[src/rtl/clkgate_seq_pkg.sv]
// Shared types and sizing helpers for the clock-gate enable sequencer.
// Imported by the sequencer top and its round-robin picker.
package clkgate_seq_pkg;

  typedef enum logic {
    IDLE   = 1'b0,
    SETTLE = 1'b1
  } state_t;

  // Settle counter must hold STAGGER-1; never narrower than one bit.
  function automatic int cnt_w(input int stagger);
    int w;
    w = $clog2(stagger + 1);
    return (w < 1) ? 1 : w;
  endfunction

endpackage

[src/rtl/clkgate_seq_rr_pick.sv]
// Combinational round-robin search over a request mask.
// Scans upward from ptr, wrapping N-1 -> 0; first set bit wins.
module rr_pick
  import clkgate_seq_pkg::*;
#(
  parameter int N = 4
) (
  input  logic [N-1:0]         mask,
  input  logic [$clog2(N)-1:0] ptr,
  output logic [$clog2(N)-1:0] gnt_idx,
  output logic                 gnt_vld
);

  localparam int IW = $clog2(N);

  int j;

  // Walk N positions starting at ptr; latch the first hit.
  always_comb begin
    gnt_idx = '0;
    gnt_vld = 1'b0;
    j       = 0;
    for (int k = 0; k < N; k++) begin
      j = int'(ptr) + k;
      if (j >= N) j = j - N;
      if (!gnt_vld && mask[j]) begin
        gnt_vld = 1'b1;
        gnt_idx = IW'(j);
      end
    end
  end

endmodule

[src/rtl/clkgate_seq.sv]
// Sequences ICG enables one domain at a time with a fixed settle gap.
// Turn-offs drain before turn-ons to bound clock-tree di/dt.
module clkgate_seq
  import clkgate_seq_pkg::*;
#(
  parameter int NUM_DOM = 4,
  parameter int STAGGER = 3
) (
  input  logic               clk,
  input  logic               rst_n,
  input  logic [NUM_DOM-1:0] req,
  input  logic               freeze,
  output logic [NUM_DOM-1:0] gate_en,
  output logic [NUM_DOM-1:0] ack,
  output logic               busy
);

  localparam int IW = $clog2(NUM_DOM);
  localparam int CW = cnt_w(STAGGER);
  localparam logic [CW-1:0] CNT_LOAD = CW'(STAGGER - 1);
  localparam logic [IW-1:0] LAST_IDX = IW'(NUM_DOM - 1);

  state_t state_q, state_d;

  logic [IW-1:0] sel_q, sel_d;
  logic [IW-1:0] ptr_q, ptr_d;
  logic [CW-1:0] cnt_q, cnt_d;

  logic [NUM_DOM-1:0] gate_d;
  logic [NUM_DOM-1:0] ack_d;
  logic               busy_d;

  logic [NUM_DOM-1:0] pend;
  logic [NUM_DOM-1:0] off_mask;
  logic [NUM_DOM-1:0] on_mask;

  logic [IW-1:0] off_idx, on_idx;
  logic          off_vld, on_vld;
  logic [IW-1:0] pick_idx;
  logic          start;

  assign pend     = req ^ gate_en;
  assign off_mask = pend & gate_en;
  assign on_mask  = pend & ~gate_en;

  rr_pick #(
    .N (NUM_DOM)
  ) u_off_pick (
    .mask    (off_mask),
    .ptr     (ptr_q),
    .gnt_idx (off_idx),
    .gnt_vld (off_vld)
  );

  rr_pick #(
    .N (NUM_DOM)
  ) u_on_pick (
    .mask    (on_mask),
    .ptr     (ptr_q),
    .gnt_idx (on_idx),
    .gnt_vld (on_vld)
  );

  // Off-class always outranks on-class, regardless of ptr.
  always_comb begin
    pick_idx = on_idx;
    unique case (1'b1)
      off_vld: pick_idx = off_idx;
      default: pick_idx = on_idx;
    endcase
  end

  assign start = (state_q == IDLE) && !freeze
              && (off_vld || on_vld);

  // Next-state and next-register values for the sequencer.
  always_comb begin
    state_d = state_q;
    sel_d   = sel_q;
    ptr_d   = ptr_q;
    cnt_d   = cnt_q;
    gate_d  = gate_en;
    ack_d   = ack;
    busy_d  = busy;
    unique case (state_q)
      IDLE: begin
        if (start) begin
          gate_d[pick_idx] = ~gate_en[pick_idx];
          sel_d   = pick_idx;
          ptr_d   = (pick_idx == LAST_IDX)
                  ? '0 : pick_idx + IW'(1);
          cnt_d   = CNT_LOAD;
          state_d = SETTLE;
          busy_d  = 1'b1;
        end
      end
      SETTLE: begin
        if (cnt_q == '0) begin
          ack_d[sel_q] = gate_en[sel_q];
          state_d = IDLE;
          busy_d  = 1'b0;
        end else begin
          cnt_d = cnt_q - CW'(1);
        end
      end
      default: begin
        state_d = IDLE;
        busy_d  = 1'b0;
      end
    endcase
  end

  // State and datapath registers; reset drops every gate at once.
  always_ff @(posedge clk or negedge rst_n) begin
    if (!rst_n) begin
      state_q <= IDLE;
      sel_q   <= '0;
      ptr_q   <= '0;
      cnt_q   <= '0;
      gate_en <= '0;
      ack     <= '0;
      busy    <= 1'b0;
    end else begin
      state_q <= state_d;
      sel_q   <= sel_d;
      ptr_q   <= ptr_d;
      cnt_q   <= cnt_d;
      gate_en <= gate_d;
      ack     <= ack_d;
      busy    <= busy_d;
    end
  end

endmodule
[config.mk]
export PLATFORM = sky130hd
export DESIGN_NAME = clkgate_seq
export DESIGN_NICKNAME = d
export VERILOG_FILES = /design/src/rtl/clkgate_seq_pkg.sv /design/src/rtl/clkgate_seq_rr_pick.sv /design/src/rtl/clkgate_seq.sv
export SDC_FILE = /design/constraint.sdc
export NUM_CORES = 1
export LEC_CHECK = 0
export BUFFER_PORTS_ARGS = -buffer_cell sky130_fd_sc_hd__buf_2
export CELL_PAD_IN_SITES_DETAIL_PLACEMENT = 0
export CELL_PAD_IN_SITES_GLOBAL_PLACEMENT = 2
export CORE_ASPECT_RATIO = 0.5
export CORE_MARGIN = 4
export CORE_UTILIZATION = 31
export DETAILED_ROUTE_END_ITERATION = 10
export PLACE_DENSITY_LB_ADDON = 0.08
export SLEW_MARGIN = 25
export SYNTH_ARGS = -nofsm -noshare
export SYNTH_HDL_FRONTEND = slang
export SYNTH_SLANG_ARGS = --single-unit
[constraint.sdc]
create_clock -name clk -period 2.37 [get_ports clk]
set_clock_uncertainty 0.05 [all_clocks]
set_input_delay 0.5925 -clock clk [delete_from_list [all_inputs] [get_ports clk]]
set_output_delay 0.5925 -clock clk [all_outputs]
set_load 0.05 [all_outputs]
* Word level (Yosys, flattened, before mapping)
Index checks and enable logic that the tools add are counted.
** Word-level totals
- Flip-flop bits (word level) :: 16
- Latch bits :: 0
- ROM bits :: 0
- Word-level logic and storage cells :: 126
- Input bits :: 7
- Output and inout port bits :: 9
- RAM bits :: 0
- Memories :: 0
** Cells by class
- Bitwise logic cells :: 6
- $add $sub $neg :: 9
- Reduce and logical (&&, ||, !) cells :: 23
- Divide/modulo/power cells :: 0
- $lt $le $gt $ge :: 12
- Multipliers :: 0
- Muxes and demuxes :: 65
- Eq/ne operators :: 4
- Shift-type cells :: 0
** Operators with widths (count)
- < comparator 32 x 4 -> 1 bit, second input constant :: 4
- 2-to-1 mux 32 bit :: 4
- greater-or-equal comparator 32 x 4 -> 1 bit, second input constant :: 3
- subtractor 32 x 4 -> 32 bit, second input constant :: 3
- 2-to-1 mux 1 bit :: 32
- 2-to-1 mux 2 bit :: 12
- binary-select mux 1 bit (select 2 bit) :: 10
- logical AND 1 bit :: 10
- bitwise AND 4 bit :: 2
- bitwise mux 4 bit :: 2
- AND reduction 2 bit :: 4
- logical NOT 1 bit :: 7
- adder 2 x 2 -> 3 bit, second input constant :: 2
- < comparator 2 x 3 -> 1 bit, second input constant :: 2
- demux 1 bit (select 2 bit) :: 2
- greater-or-equal comparator 2 x 1 -> 1 bit, second input constant :: 2
- != test 2 bit, second input constant :: 2
- inverter 4 bit :: 1
- one-hot mux 1 bit (2 select lines) :: 2
- one-hot mux 2 bit (2 select lines) :: 1
- subtractor 2 x 3 -> 4 bit, second input constant :: 1
- bitwise XOR 4 bit :: 1
- adder 2 x 1 -> 3 bit, second input constant :: 1
- greater-or-equal comparator 2 x 3 -> 1 bit, second input constant :: 1
- other kinds (7) :: 8

* Depth between registers and ports, before layout
Gate-level depths: netlist of run 1.
- Word-level depth :: 21
- Gate-level depth with buffers :: 10
- Depth with buffers taken out :: 9

* Hierarchy
From an unflattened synthesis of run 1, not the netlist that was laid out.
** Second synthesis, totals
- Cell total of the unflattened synthesis :: 105
- Area total of the unflattened synthesis :: 1002.2 um^2
** By module, submodules not included
- clkgate_seq :: area each 847.1 um^2, sequential area each 400.4 um^2, times used 1, cells each 75
- rr_pick :: area each 77.6 um^2, sequential area each 0.0 um^2, times used 2, cells each 15

* Worst setup path after synthesis of run 1
OpenSTA, ideal clock, no wires.
- Path type :: reg-to-reg
- From :: register gate_en[3]
- To :: register gate_en[3]
- Library setup time :: 92 ps
- Data arrival time :: 2336 ps
- Stages on the path, launching flop included :: 10
- Buffers on the path :: 0
- Setup slack :: -108 ps
- Required time :: 2228 ps
- Period minus slack after synthesis :: 2478 ps
- Cell sequence :: dfrtp_1 > nand2b_1 > o2111ai_2 > nand3b_1 > and3_1 > nor2_1 > ha_1 > o211ai_1 > or2_1 > o31ai_2
** On the way
- Cells in the longest elaborated chain, start to end :: 21
- Elaborated cells on any way between the ends :: 69
- Classes of those cells :: order compare (2); mux (46); bitwise (5); reduce/logical (16)
** Ends and longest elaborated chain
- start: declaration :: RTL line clkgate_seq.sv:13 : output logic [NUM_DOM-1:0] gate_en,
- start signal: assignment :: RTL line clkgate_seq.sv:128 : gate_en <= gate_d;
- bitwise XOR 4 bit / inverter 4 bit (equally long branches) :: RTL line clkgate_seq.sv:42, clkgate_seq.sv:44
- bitwise AND 4 bit, on equally long branches :: RTL line clkgate_seq.sv:44, clkgate_seq.sv:43
- binary-select mux 1 bit (select 2 bit) :: RTL line clkgate_seq_rr_pick.sv:26 : if (!gnt_vld && mask[j]) begin
- 2-to-1 mux 1 bit (implied by the code) (2 in series) :: RTL line clkgate_seq_rr_pick.sv:26
- 2-to-1 mux 1 bit :: RTL line clkgate_seq_rr_pick.sv:26
- logical NOT 1 bit :: RTL line clkgate_seq_rr_pick.sv:26
- logical AND 1 bit :: RTL line clkgate_seq_rr_pick.sv:26
- 2-to-1 mux 1 bit :: RTL line clkgate_seq_rr_pick.sv:26
- [4 not listed]
- logical AND 1 bit :: RTL line clkgate_seq_rr_pick.sv:26
- 2-to-1 mux 2 bit / 2-to-1 mux 1 bit (equally long branches) :: RTL line clkgate_seq_rr_pick.sv:26
- 2-to-1 mux 2 bit :: RTL line clkgate_seq.sv:67 : unique case (1'b1)
- < comparator 2 x 3 -> 1 bit (implied by the code) / greater-or-equal comparator 2 x 1 -> 1 bit (equally long branches) :: RTL line clkgate_seq.sv:88 : gate_d[pick_idx] = ~gate_en[pick_idx];
- logical AND 1 bit (implied by the code) :: RTL line clkgate_seq.sv:88
- 2-to-1 mux 1 bit (implied by the code) :: RTL line clkgate_seq.sv:88
- demux 1 bit (select 2 bit) :: RTL line clkgate_seq.sv:88
- bitwise mux 4 bit :: RTL line clkgate_seq.sv:88
Parallel ways exist; a longest one is shown, timed or not. The select of a mux whose other input is x is not followed.
A chain may end at the register's enable or synchronous reset.

* Worst setup path in the final report of run 1
- From :: register gate_en[2]
- To :: register gate_en[3]
Same word-level chain as after synthesis.

==> metrics.md, run 1 <==
| Metric | Value |
|---|---|
| Syn Nets | 122 |
| Total Power | 2.36 mW |
| HPWL Detailed | 2240 um |
| Final Hold Viols | 0 |
| Mapped Cells | 113 |
| Post-synthesis compound-gate area fraction | 25.5% |
| R2r startpoint | gate_en[2] |
| Post-synthesis sequential area ratio | 37.2% |
| Final Non-Filler Cells | 195 |
| Core Box Area | 0.00315 mm2 |
| Root cell of the clock tree | clkbuf_8 |
| Gp weighted congestion | 0.764 |
| Largest family of logic cells by synthesized area | simple AND/OR/NAND/NOR gates |
| Post-synth EDFFs | 0 |
| Static Leak | 0.688 nW |
| TritonCTS Sinks | 16 |
| Die Y | 49.7 um |
| DRC violations left | 0 |
| Area added between synthesis and finish | 39.5% |
| Share of cells above drive strength 1 | 47.1% |
| Yosys Warn Count | 0 |
| Combinational cell fraction of total power | 66.2% |
| Synth top area share | 37.2% |
| CTS tree | done |
| Predominant post-synthesis flop cell | dfrtp_1 |
| Final core occ | 47.6% |
| Worst Path Required | 2.48 ns |
| Post-Place Cells | 186 |
| Worst setup EP type | register |
| Worst r2r dst | gate_en[3] |
| Post-Syn Area | 0.00108 mm2 |
| Max-cap violation count | 0 |
| Internal power | 1.24 mW |
| Flop pwr share | 23.5% |
| Mux contribution to synthesized area | 4.19% |
| Final cycle utilization of the critical path | 96.7% |
| Cell taking the most area after synthesis | dfrtp_1 |
| Synth Area in Simple Gates | 26.5% |
| Initial antenna violation count | 0 |
| R2r setup slk | 0.08 ns |
| Antenna cells | 0 |
| Congestion Overflow GR | 0 |
| Initial Util | 34.1% |
| Fin crit period | 2.29 ns |
| Largest net degree at the start of global routing | 17 |
| CP arrival | 2.40 ns |
| Setup violators final | 0 |
| Worst Tran Pin Value | 0.371 ns |
| Peak supply drop | 0.702 mV |
| Post-synthesis adder-cell area fraction | 2.33% |
| Hold Path Class | input port to async pin |
| Routed Antenna Nets | 0 |
| Max Root-Sink Buffers | 2 |
| Run status | complete, no violations |
| First-pass GRT wire length | 4950 um |
| CTS buffer count | 3 |
| CTS H-tree depth | 1 |
| Clk slew on worst S/H paths | 0.07 ns |
| Post-Layout Inst Area | 0.00150 mm2 |
| Switching Share | 47.5% |
| Synthesized area per cell | 9.52 um2 |
| Post-synthesis register bit count | 16 |
| DP Area | 0.00137 mm2 |
| Synth cell types | 46 |
| DRT Pass-1 Iters | 4 |
| Slew headroom | 75.2% |
| Average wire per standard cell | 15.3 um |
| Rows | 14 |
| Clk network pwr share | 10.2% |
| Total wire length | 2980 um |
| Xor/xnor cell area share of the yosys netlist | 1.63% |
| Die footprint | 0.00453 mm2 |
| Worst setup margin | 0.0793 ns |
| Worst setup SP type | register |
| Clk Latency, worst-skew pair | 0.25 ns |
| Total GRT Usage | 13.6% |
| Post-placement setup slack | -0.251 ns |
| Max-slew violation count | 0 |
| Vias in the first global route | 994 |
| Power Density | 1580 mW/mm2 |
| Via-per-instance ratio | 5.27 |
| # IOs | 16 |
| Nets | 165 |
| Worst-path fanout max | 5 |
| 1st-iter DRT viols | 27 |
| FMAX | 0.437 GHz |
| # port buffers | 15 |
| Switching component of the power | 1.12 mW |
| R2R depth | 8 |
| WS Path Type | register to register |
| Horiz. Die Dim | 91.3 um |
| Dominant cells by area after synthesis | dfrtp_1, mux2_2, nand2_1 |
| Post-synth ARST share | 100% |
| DR vias | 1027 |
==> layout make-up <==
cell class,count,area [um2]
Tap cell,40,50.0
Fill cell,316,1650
Timing Repair Buffer,40,265
Sequential cell,16,407
Clock buffer,4,55.1
Inverter,5,18.8
Multi-Input combinational cell,90,706
==> routing by layer <==
layer	track usage, %	vias to the layer above	wire length [um]
met2	21.4	13	1350
met3	3.04	2	72
met5	0	-	0
met4	1.50	0	8
met1	19.7	507	1550
li1	-	505	-
==> repair_timing <==
action	4_1_cts	5_1_grt
hold buffers	0	0
resized for setup	0	10
setup endpoints to repair	0	1
setup buffers	0	6
==> sequential cells by signal, summed over array words and instances (netlist names) <==
| signal | cells |
|---|---|
| busy | 1 |
| ack | 4 |
| gate_en | 4 |
| ptr_q | 2 |
| state_q | 1 |
| sel_q | 2 |
| cnt_q | 2 |
==> per-stage QoR <==
| stage | TNS [ns] | hold slack (ns) |
|---|---|---|
| 2_1_floorplan | 0 | 0.247 |
| 3_3_place_gp | -0.160 | 0.412 |
| 3_5_place_dp | -0.251 | 0.415 |
| 4_1_cts | 0 | 0.218 |
| 5_1_grt | -0.0141 | 0.226 |
| 6_report | 0 | 0.200 |
==> cell usage after synthesis (all sizes together) (3+ instances only) <==
cell    instances
nor2            9
a21oi           4
a21boi          3
nand3           4
o211ai          3
nand2           9
and3            3
or2b            3
inv             5
dfrtp          16
nand2b          5
mux2            4
o21ai           8
==> worst max path at each step <==
stage	start	endpoint	slack [ns]	cells past startpoint
after global routing	gate_en[2]	gate_en[3]	-0.01	8
final	gate_en[2]	gate_en[3]	0.08	8
after global placement	req[1]	gate_en[3]	-0.16	10
after CTS	req[3]	gate_en[3]	0.01	10
after detailed placement	req[3]	gate_en[3]	-0.25	10
after floorplan	req[3]	gate_en[3]	0.002	9
==> kinds of logic (layout without fill, tap and decap cells) <==
kind of cell / after synthesis / in the layout
adders and majority gates: 2 / 2
AOI/OAI and AO/OA: 34 / 34
xor gates and xnor gates: 2 / 2
muxes: 4 / 4
buffers and inverters: 7 / 49
and+or+nand+nor: 48 / 48
DFF: 16 / 16
==> cell usage in the layout (no fill, tap or decap), types with 2 or more instances in the layout <==
cell type  instances
a211oi_2           2
a21boi_0           3
a21o_1             2
a21oi_1            3
and3_1             2
buf_2             14
buf_4             26
clkbuf_8           4
dfrtp_1           11
dfrtp_2            5
inv_1              5
mux2_2             4
nand2_1            9
nand2b_1           2
nand2b_4           2
nand3_1            4
nand3b_1           2
nand4_1            2
nor2_1             8
nor3_1             2
nor3b_1            2
o211ai_1           3
o21ai_0            6
o21ai_2            2
or2b_1             2
xnor2_1            2
==> worst max-delay path, stage by stage (launching register included) <==
cell,delay (ns)
dfrtp_2,0.46
or2b_1,0.26
or3b_4,0.39
a21oi_4,0.17
a21o_1,0.15
ha_2,0.18
o211ai_1,0.09
or2_1,0.26
o31ai_2,0.20
==> power groups by stage <==
stage	Combinational [mW]	Sequential, mW	Clock (mW)
2_1_floorplan	0.699	0.780	0
3_3_place_gp	1.43	0.572	0
3_5_place_dp	1.43	0.572	0
4_1_cts	1.44	0.567	0.254
5_1_grt	1.71	0.584	0.267
6_report	1.57	0.557	0.242
Power figures use the tool's default switching activity.
==> run 2: changes to the inputs <==
--- a/config.mk
+++ b/config.mk
@@ -13,6 +13,7 @@
 export CORE_UTILIZATION = 31
 export DETAILED_ROUTE_END_ITERATION = 10
 export PLACE_DENSITY_LB_ADDON = 0.08
+export SETUP_SLACK_MARGIN = 0.15
 export SLEW_MARGIN = 25
 export SYNTH_ARGS = -nofsm -noshare
 export SYNTH_HDL_FRONTEND = slang
==> metrics.md, run 2 (synthesis gave the netlist of run 1 again) <==
| Metric | Value |
|---|---|
| HPWL Detailed | 2220 um (-1.0%) |
| Slew headroom | 75.3% (about the same) |
| Initial Util | 34.1% (unchanged) |
| FMAX | 0.438 GHz (+0.41%) |
| Critical-path top delay cell | or3b_1 |
| Max-slew violation count | 0 (unchanged) |
| Worst Tran Pin Value | 0.371 ns (+0.000486 ns) |
| R2r startpoint | gate_en[2] |
| 1st-iter DRT viols | 50 (+85%) |
| Die footprint | 0.00453 mm2 (unchanged) |
| Clk slew on worst S/H paths | 0.06 ns (about the same) |
| Rows | 14 (unchanged) |
| Routed Antenna Nets | 0 (unchanged) |
| Run status | complete, no violations |
| Die Y | 49.7 um (unchanged) |
| TritonCTS Sinks | 16 (unchanged) |
| Fin crit period | 2.28 ns (-0.00946 ns) |
| Via-per-instance ratio | 4.97 (-5.5%) |
| Worst setup margin | 0.0887 ns (+0.00946 ns) |
| Final Non-Filler Cells | 199 (+2.1%) |
| Hold_buf cts | 0 (unchanged) |
| Final Hold Viols | 0 (unchanged) |
| Static Leak | 0.713 nW (+3.7%) |
| Max Root-Sink Buffers | 2 (unchanged) |
| Worst setup SP type | input port |
| Final cycle utilization of the critical path | 96.3% (-0.40 points) |
| Total wire length | 3050 um (+2.4%) |
| Largest net degree at the start of global routing | 17 (unchanged) |
| Antenna cells | 0 (unchanged) |
| Top Registers | ack: 4 flops, gate_en: 4 flops |
| CP startpoint | req[2] |
| Worst-path fanout max | 4 (-1) |
| Worst Path Required | 2.48 ns (about the same) |
| Core Box Area | 0.00315 mm2 (unchanged) |
| Congestion Overflow GR | 0 (unchanged) |
| Worst setup EP type | register |
| Setup violators final | 0 (unchanged) |
| Largest stage delay on the critical path | 0.38 ns (-0.08 ns) |
| DRC violations left | 0 (unchanged) |
| Initial antenna violation count | 0 (unchanged) |
| CP arrival | 2.39 ns (about the same) |
| Power Density | 1610 mW/mm2 (+2.2%) |
| Post-placement setup slack | -0.168 ns (+0.0826 ns) |
| Share of cells above drive strength 1 | 48.4% (+1.3 points) |
| Clk Latency, worst-skew pair | 0.25 ns (about the same) |
| RSZ-0062 raised after global routing | true |
| Vias in the first global route | 1006 (+1.2%) |
| CTS tree | done |
| Hold Path Class | input port to async pin |
| # IOs | 16 (unchanged) |
| Root cell of the clock tree | clkbuf_8 |
| Most frequent cells in the layout | buf_4, buf_2, dfrtp_1 |
| Horiz. Die Dim | 91.3 um (unchanged) |
| Post-Place Cells | 187 (+0.54%) |
| Nets | 169 (+2.4%) |
| DR vias | 990 (-3.6%) |
| Average wire per standard cell | 15.3 um (+0.36%) |
| First-pass GRT wire length | 5110 um (+3.2%) |
| Commonest non-fill, non-tap cell in the layout | buf_4 |
| CP Cell Sequence | buf_2, or2b_1, or3b_1, a21oi_2, a21o_1, ha_4, o211ai_1, or2_1, o31ai_2 |
| Area added between synthesis and finish | 44.2% |
| CTS H-tree depth | 1 (unchanged) |
| Peak supply drop | 0.551 mV (-22%) |
| Total GRT Usage | 14.1% (+0.49 points) |
| # port buffers | 15 (unchanged) |
| CTS buffer count | 3 (unchanged) |
| Gp weighted congestion | 0.774 (+1.4%) |
| Max-cap violation count | 0 (unchanged) |
| DRT Pass-1 Iters | 4 (unchanged) |
| Total Power | 2.50 mW (+5.6%) |
| WS Path Type | input port to register |
run 2: worst paths after layout:
| path | depth (start not counted) | slack, ns | endpoint |
|---|---|---|---|
| worst max-delay path | 9 | 0.09 | gate_en[3] |
| worst min-delay path | 1 | 0.19 | ptr_q[0] |
| worst max register to register | 8 | 0.10 | gate_en[3] |
| worst min register to register | 2 | 0.43 | busy |
| max in group asynchronous | 1 | 1.80 | gate_en[0] |
| min in group clk | 2 | 0.43 | busy |
run 2: metrics by stage:
step                      hold slack [ns]  utilization [%]  cell area, um2  TNS [ns]
final                               0.191             49.2            1550         0
after global routing                0.216             49.2            1550   -0.0154
after CTS                           0.207             48.1            1520         0
after detailed placement            0.413             43.8            1380    -0.168
after global placement              0.410             43.8            1380    -0.198
after floorplan                     0.247                -            1110         0
run 2: power breakdown:
part	switching [mW]	internal, mW
Clock	0.0946	0.147
Combinational	0.946	0.764
Sequential	0.129	0.417
Total	1.17	1.33
run 2: layout make-up:
| cell class | count | area, um2 |
|---|---|---|
| multi-input combinational | 90 | 726 |
| timing repair buffer | 44 | 297 |
| inverter | 5 | 18.8 |
| tap | 40 | 50.0 |
| clock buffer | 4 | 55.1 |
| sequential | 16 | 405 |
| fill | 327 | 1600 |
run 2: routing by layer:
| metal | up-vias | share of wire [%] | GRT usage, % |
|---|---|---|---|
| met4 | 0 | 0.46 | 2.25 |
| met2 | 11 | 41 | 21.6 |
| met5 | - | 0 | 0 |
| li1 | 509 | - | - |
| met1 | 466 | 55 | 20.7 |
| met3 | 4 | 3.0 | 3.04 |
run 2: timing repair:
item                       CTS  global route
setup endpoints to repair    1             1
pin swaps                   10             6
hold endpoints to repair     0             0
resized for setup            7             3
buffers inserted             6             2
run 2: worst max-delay path: cells and delay by family:
kind                     cells  cell delay [ns]
AND/OR/NAND/NOR              3             0.86
adder cells (fa/ha/maj)      1             0.15
buffers and inverters        1             0.10
AO/OA/AOI/OAI                4             0.69
